### src/rtl/vga_timing_gen.sv
// rtl/vga_timing_gen.sv - parametrised VGA raster timing generator and pixel output stage (optional colour bars: VGA_TESTPATTERN_EN)
module vga_timing_gen #(
    parameter int H_ACTIVE = 640,
    parameter int H_FP     = 16,
    parameter int H_SYNC   = 96,
    parameter int H_BP     = 48,
    parameter int V_ACTIVE = 480,
    parameter int V_FP     = 10,
    parameter int V_SYNC   = 2,
    parameter int V_BP     = 33,
    parameter int HS_POL   = 0,
    parameter int VS_POL   = 0,
    parameter int MEM_LAT  = 1,
    parameter int ADDR_W   = 19
) (
    input  logic              clk_vga,
    input  logic              rst,
    input  logic [11:0]       colour,
`ifdef VGA_TESTPATTERN_EN
    input  logic              pattern_sel,
`endif
    output logic [ADDR_W-1:0] addrb,
    output logic              hsync,
    output logic              vsync,
    output logic [3:0]        vgared,
    output logic [3:0]        vgagreen,
    output logic [3:0]        vgablue,
    output logic              de,
    output logic              frame_start
);

    localparam int H_TOTAL = H_ACTIVE + H_FP + H_SYNC + H_BP;
    localparam int V_TOTAL = V_ACTIVE + V_FP + V_SYNC + V_BP;
    localparam int H_W     = $clog2(H_TOTAL);
    localparam int V_W     = $clog2(V_TOTAL);

    localparam logic [H_W-1:0] H_LAST   = H_W'(H_TOTAL - 1);
    localparam logic [H_W-1:0] H_ACT    = H_W'(H_ACTIVE);
    localparam logic [H_W-1:0] HS_START = H_W'(H_ACTIVE + H_FP);
    localparam logic [H_W-1:0] HS_END   = H_W'(H_ACTIVE + H_FP + H_SYNC);
    localparam logic [V_W-1:0] V_LAST   = V_W'(V_TOTAL - 1);
    localparam logic [V_W-1:0] V_ACT    = V_W'(V_ACTIVE);
    localparam logic [V_W-1:0] VS_START = V_W'(V_ACTIVE + V_FP);
    localparam logic [V_W-1:0] VS_END   = V_W'(V_ACTIVE + V_FP + V_SYNC);
    localparam logic           HS_ON    = 1'(HS_POL);
    localparam logic           VS_ON    = 1'(VS_POL);

    // Pipeline word: [0]=active [1]=hsync [2]=vsync [3]=frame origin (+ bar index when patterns enabled)
`ifdef VGA_TESTPATTERN_EN
    localparam int PW    = 7;
    localparam int BAR_W = H_ACTIVE / 8;
`else
    localparam int PW    = 4;
`endif

    logic [H_W-1:0] r_h_cnt;
    logic [V_W-1:0] r_v_cnt;
    logic           w_h_wrap;
    logic           w_v_wrap;
    logic           w_active;
    logic           w_hs_raw;
    logic           w_vs_raw;
    logic           w_origin;
    logic [PW-1:0]  w_s0;
    logic [PW-1:0]  w_del;
    logic [11:0]    w_pix;

    assign w_h_wrap = (r_h_cnt == H_LAST);
    assign w_v_wrap = (r_v_cnt == V_LAST);
    assign w_active = (r_h_cnt < H_ACT) && (r_v_cnt < V_ACT);
    assign w_hs_raw = (r_h_cnt >= HS_START) && (r_h_cnt < HS_END);
    assign w_vs_raw = (r_v_cnt >= VS_START) && (r_v_cnt < VS_END);
    assign w_origin = (r_h_cnt == '0) && (r_v_cnt == '0);

    // Raster counters: h wraps every line, v advances only on the h wrap
    always_ff @(posedge clk_vga or posedge rst) begin
        if (rst) begin
            r_h_cnt <= '0;
            r_v_cnt <= '0;
        end else if (w_h_wrap) begin
            r_h_cnt <= '0;
            r_v_cnt <= w_v_wrap ? '0 : r_v_cnt + V_W'(1);
        end else begin
            r_h_cnt <= r_h_cnt + H_W'(1);
        end
    end

    // Linear read address tracks the counters without a multiplier; holds through blanking
    always_ff @(posedge clk_vga or posedge rst) begin
        if (rst) begin
            addrb <= '0;
        end else if (w_h_wrap && w_v_wrap) begin
            addrb <= '0;
        end else if (w_active) begin
            addrb <= addrb + ADDR_W'(1);
        end
    end

`ifdef VGA_TESTPATTERN_EN
    logic [2:0] w_bar;
    logic [2:0] w_bar_d;

    // Bar index from the horizontal position; bars are H_ACTIVE/8 pixels wide
    always_comb begin
        w_bar = '0;
        for (int i = 1; i < 8; i++) begin
            if (r_h_cnt >= H_W'(i * BAR_W)) w_bar = 3'(i);
        end
    end

    assign w_s0    = {w_bar, w_origin, w_vs_raw, w_hs_raw, w_active};
    assign w_bar_d = w_del[6:4];
    // Bar order white..black maps to R=~idx[1], G=~idx[2], B=~idx[0]
    assign w_pix   = pattern_sel ? {{4{~w_bar_d[1]}}, {4{~w_bar_d[2]}}, {4{~w_bar_d[0]}}} : colour;
`else
    assign w_s0    = {w_origin, w_vs_raw, w_hs_raw, w_active};
    assign w_pix   = colour;
`endif

    generate
        if (MEM_LAT == 0) begin : g_nolat
            assign w_del = w_s0;
        end else begin : g_lat
            logic [PW-1:0] r_sh [MEM_LAT];

            // Delay timing flags by the framebuffer read latency so they meet the returned colour
            always_ff @(posedge clk_vga or posedge rst) begin
                if (rst) begin
                    for (int i = 0; i < MEM_LAT; i++) r_sh[i] <= '0;
                end else begin
                    r_sh[0] <= w_s0;
                    for (int i = 1; i < MEM_LAT; i++) r_sh[i] <= r_sh[i-1];
                end
            end

            assign w_del = r_sh[MEM_LAT-1];
        end
    endgenerate

    // Output register: blanking forces black, syncs take their configured polarity
    always_ff @(posedge clk_vga or posedge rst) begin
        if (rst) begin
            {vgared, vgagreen, vgablue} <= 12'h000;
            de          <= 1'b0;
            frame_start <= 1'b0;
            hsync       <= ~HS_ON;
            vsync       <= ~VS_ON;
        end else begin
            {vgared, vgagreen, vgablue} <= w_del[0] ? w_pix : 12'h000;
            de          <= w_del[0];
            frame_start <= w_del[3];
            hsync       <= w_del[1] ? HS_ON : ~HS_ON;
            vsync       <= w_del[2] ? VS_ON : ~VS_ON;
        end
    end

endmodule

### config.mk
export PLATFORM = sky130hd
export DESIGN_NAME = vga_timing_gen
export DESIGN_NICKNAME = d
export VERILOG_FILES = /design/src/rtl/vga_timing_gen.sv
export SDC_FILE = /design/constraint.sdc
export NUM_CORES = 1
export LEC_CHECK = 0
export BUFFER_PORTS_ARGS = -buffer_cell sky130_fd_sc_hd__clkbuf_2
export CAP_MARGIN = 20
export CELL_PAD_IN_SITES_DETAIL_PLACEMENT = 1
export CELL_PAD_IN_SITES_GLOBAL_PLACEMENT = 2
export CORE_MARGIN = 5
export CORE_UTILIZATION = 37
export CTS_CLUSTER_DIAMETER = 150
export DETAILED_ROUTE_END_ITERATION = 16
export HOLD_SLACK_MARGIN = 0.06
export PLACE_DENSITY = 0.93
export SLEW_MARGIN = 25
export SYNTH_ARGS = -nofsm -noshare
export SYNTH_HDL_FRONTEND = slang
export SYNTH_SLANG_ARGS = --single-unit
### constraint.sdc
create_clock -name clk_vga -period 4.1 [get_ports clk_vga]
set_input_delay 0.41 -clock clk_vga [delete_from_list [all_inputs] [get_ports clk_vga]]
set_output_delay 0.41 -clock clk_vga [all_outputs]
set_load 0.01 [all_outputs]
==> out/metrics.csv <==
metric,value,unit
fmax,455,MHz
synth_top_flop_cell,dfrtp_1,
synth_top_cell_by_area,dfrtp_1,
status,completed,
syn_area,2660,sq um
viasPerCell,5.18,
synth_top_area_frac,0.535,
final_max_slew_viol_count,0,
hold_viol,0,
gp_congestion,0.758,
cts_root_buf,clkbuf_8,
rsz0062_at_grt,false,
rows,31,
ant_nets,0,
core,7140,sq um
cts.sinks,59,
synth-edff-count,0,
ys_types,39,
hpwlAfterDp,4460,um
slew_headroom,0.571,
end_kind,register,
numCtsBuffers,9,
cts_hold_buf,0,
finalCriticalPeriod,2.20,ns
fill_cells,832,
syn-num-nets,272,
ys_seq_area_frac,0.555,
p_leak,0.00148,uW
ctsHtreeMaxLevel,3,
track_usage,0.156,
crit_required,4.38,ns
p_total,1280,uW
synth_top_family_by_area,simple AND/OR/NAND/NOR gates,
worstSkewPairLatency,0.35,ns
synth-async-reset-ratio,1.00,
grt_overflow_total,0,
synth_area_leaders,"dfrtp_1 54%, xnor2_1 3.3%, o21ai_0 3.2%, and2_1 3.1%, nand3_1 3.0%",
final_cell_mix,"57 x dfrtp_1, 48 x clkbuf_2, 18 x nor2_1",
hp-class,in2async,
multiInputGateArea,1110,sq um
ir_drop,178,uV
first_pass_iters,4,
synth_seq_cells,59,
max_slew.worst_pin.slew,0.637,ns
antennaDiodeCount,0,
synth_compound_gate_area_share,0.0864,
setup_viol,0,
worstPathMaxFanout,12,
synth-adder-area-share,0.0235,
grt_pass1_vias,2300,
gr-usage-met3,0.0462,
fin_skew,0.00598,ns
avgSynthCellArea,10.5,sq um
post-cts-setup-buffers,0,
cts_tree,done,
drive_above_1_share,0.247,
io_pins,49,
cp-start-kind,register,
grt_pass1_wl,10800,um
regArea,1480,sq um
dr_total_vias,2128,
cts_resized,0,
syn_inst,253,
synth-simple-area-share,0.247,
yosysWarnings,0,
cellPowerDensity,394,nW/um^2
grt_max_degree,33,
final_common_cell,dfrtp_1,
grtUsageMet1,0.180,
synth_mux_area_frac,0,
tns,0,ns
grt_busiest_layer,met2,
initial_core_util,0.373,
drc,0,
critPathKind,reg2reg,
clk_pin_slew,0.07,ns
numPortBuffers,48,
cp.arrival,2.47,ns
final.period_utilization,0.536,
drt_wl_total,6370,um
synth_xor_xnor_area_share,0.0592,
cts_buffer_depth,2,
drv_cap,0,
dieHeight,94.9,um
area_growth_syn_to_layout,22.2,%
drtIter0Drc,48,
fp.dieW,94.9,um
antenna_found_initial,0,
wl_per_cell,15.5,um
grt_util_met2,0.271,
dieArea,9000,sq um
nets,326,
[routing by layer]
metal / share of wire / up-vias
li1: - / 1003
met3: 0.040 / 8
met5: 0 / -
met2: 0.50 / 38
met1: 0.44 / 1079
met4: 0.016 / 0
[cells in the mapped netlist (2+ instances only)]
cell / count
a21oi_1: 13
and2_1: 13
and3_1: 2
and4_1: 2
and4b_1: 2
buf_2: 2
clkbuf_1: 4
dfrtp_1: 57
dfstp_2: 2
ha_1: 5
inv_1: 11
nand2_1: 12
nand3_1: 16
nand4_1: 10
nand4b_1: 2
nor2_1: 18
nor2b_1: 3
nor3_1: 5
nor4_1: 7
o21ai_0: 17
o31ai_1: 4
or3_1: 12
or4_1: 2
xnor2_1: 10
xor2_1: 8
[cells by family (layout without fill, tap and decap cells)]
| kind of cell | Yosys count | count (layout) |
|---|---|---|
| compound gates | 39 | 39 |
| simple gates | 114 | 114 |
| fa+ha+maj | 5 | 5 |
| flops | 59 | 59 |
| buf+inv | 18 | 77 |
| xor+xnor | 18 | 18 |
[report_power, final]
group	switching (uW)	internal (uW)
Clock	253	408
Sequential	1.46	588
Combinational	19.5	12.0
[critical path: stages, from the launching register on]
cell and delay, ns:
dfrtp_1 0.47, ha_1 0.22, nand3_1 0.14, nand4b_1 0.50, or4_1 0.64, a21oi_1 0.16
[area by class of cell]
type | count | area share
clock buffer | 9 | 0.0380
clock inverter | 7 | 0.0384
inverter | 11 | 0.0127
multi-input combinational | 176 | 0.340
sequential | 59 | 0.454
tap | 99 | 0.0380
timing repair buffer | 50 | 0.0784
[final timing paths]
kind | start | end | slack, ns | cells after the start
setup / recovery | addrb[0] | addrb[18] | 1.90 | 5
hold / removal | rst | vgagreen[1] | 0.11 | 2
setup reg to reg | addrb[0] | addrb[18] | 1.90 | 5
hold reg to reg | g_lat.r_sh[1] | hsync | 0.35 | 1
max in group asynchronous | rst | vsync | 3.12 | 3
min in group clk_vga | colour[6] | vgagreen[2] | 0.27 | 2
[through the flow]
step / cells / utilization / hold WS [ns] / worst slack [ns] / instance area (sq um)
after floorplan: 253 / - / 0.331 / 2.24 / 2660
final: 411 / 0.456 / 0.108 / 1.90 / 3260
after detailed placement: 395 / 0.421 / 0.342 / 1.94 / 3010
after global routing: 411 / 0.456 / 0.161 / 1.75 / 3260
after CTS: 411 / 0.456 / 0.127 / 1.90 / 3260
after global placement: 395 / 0.421 / 0.336 / 1.96 / 3010
[flip-flops by register name (all words and copies together) (netlist names)]
name         flops
addrb           19
g_lat.r_sh       4
de               1
vgagreen         4
vgablue          4
r_h_cnt         10
hsync            1
vsync            1
r_v_cnt         10
frame_start      1
vgared           4
No activity file was read; power rests on OpenSTA's default activity.
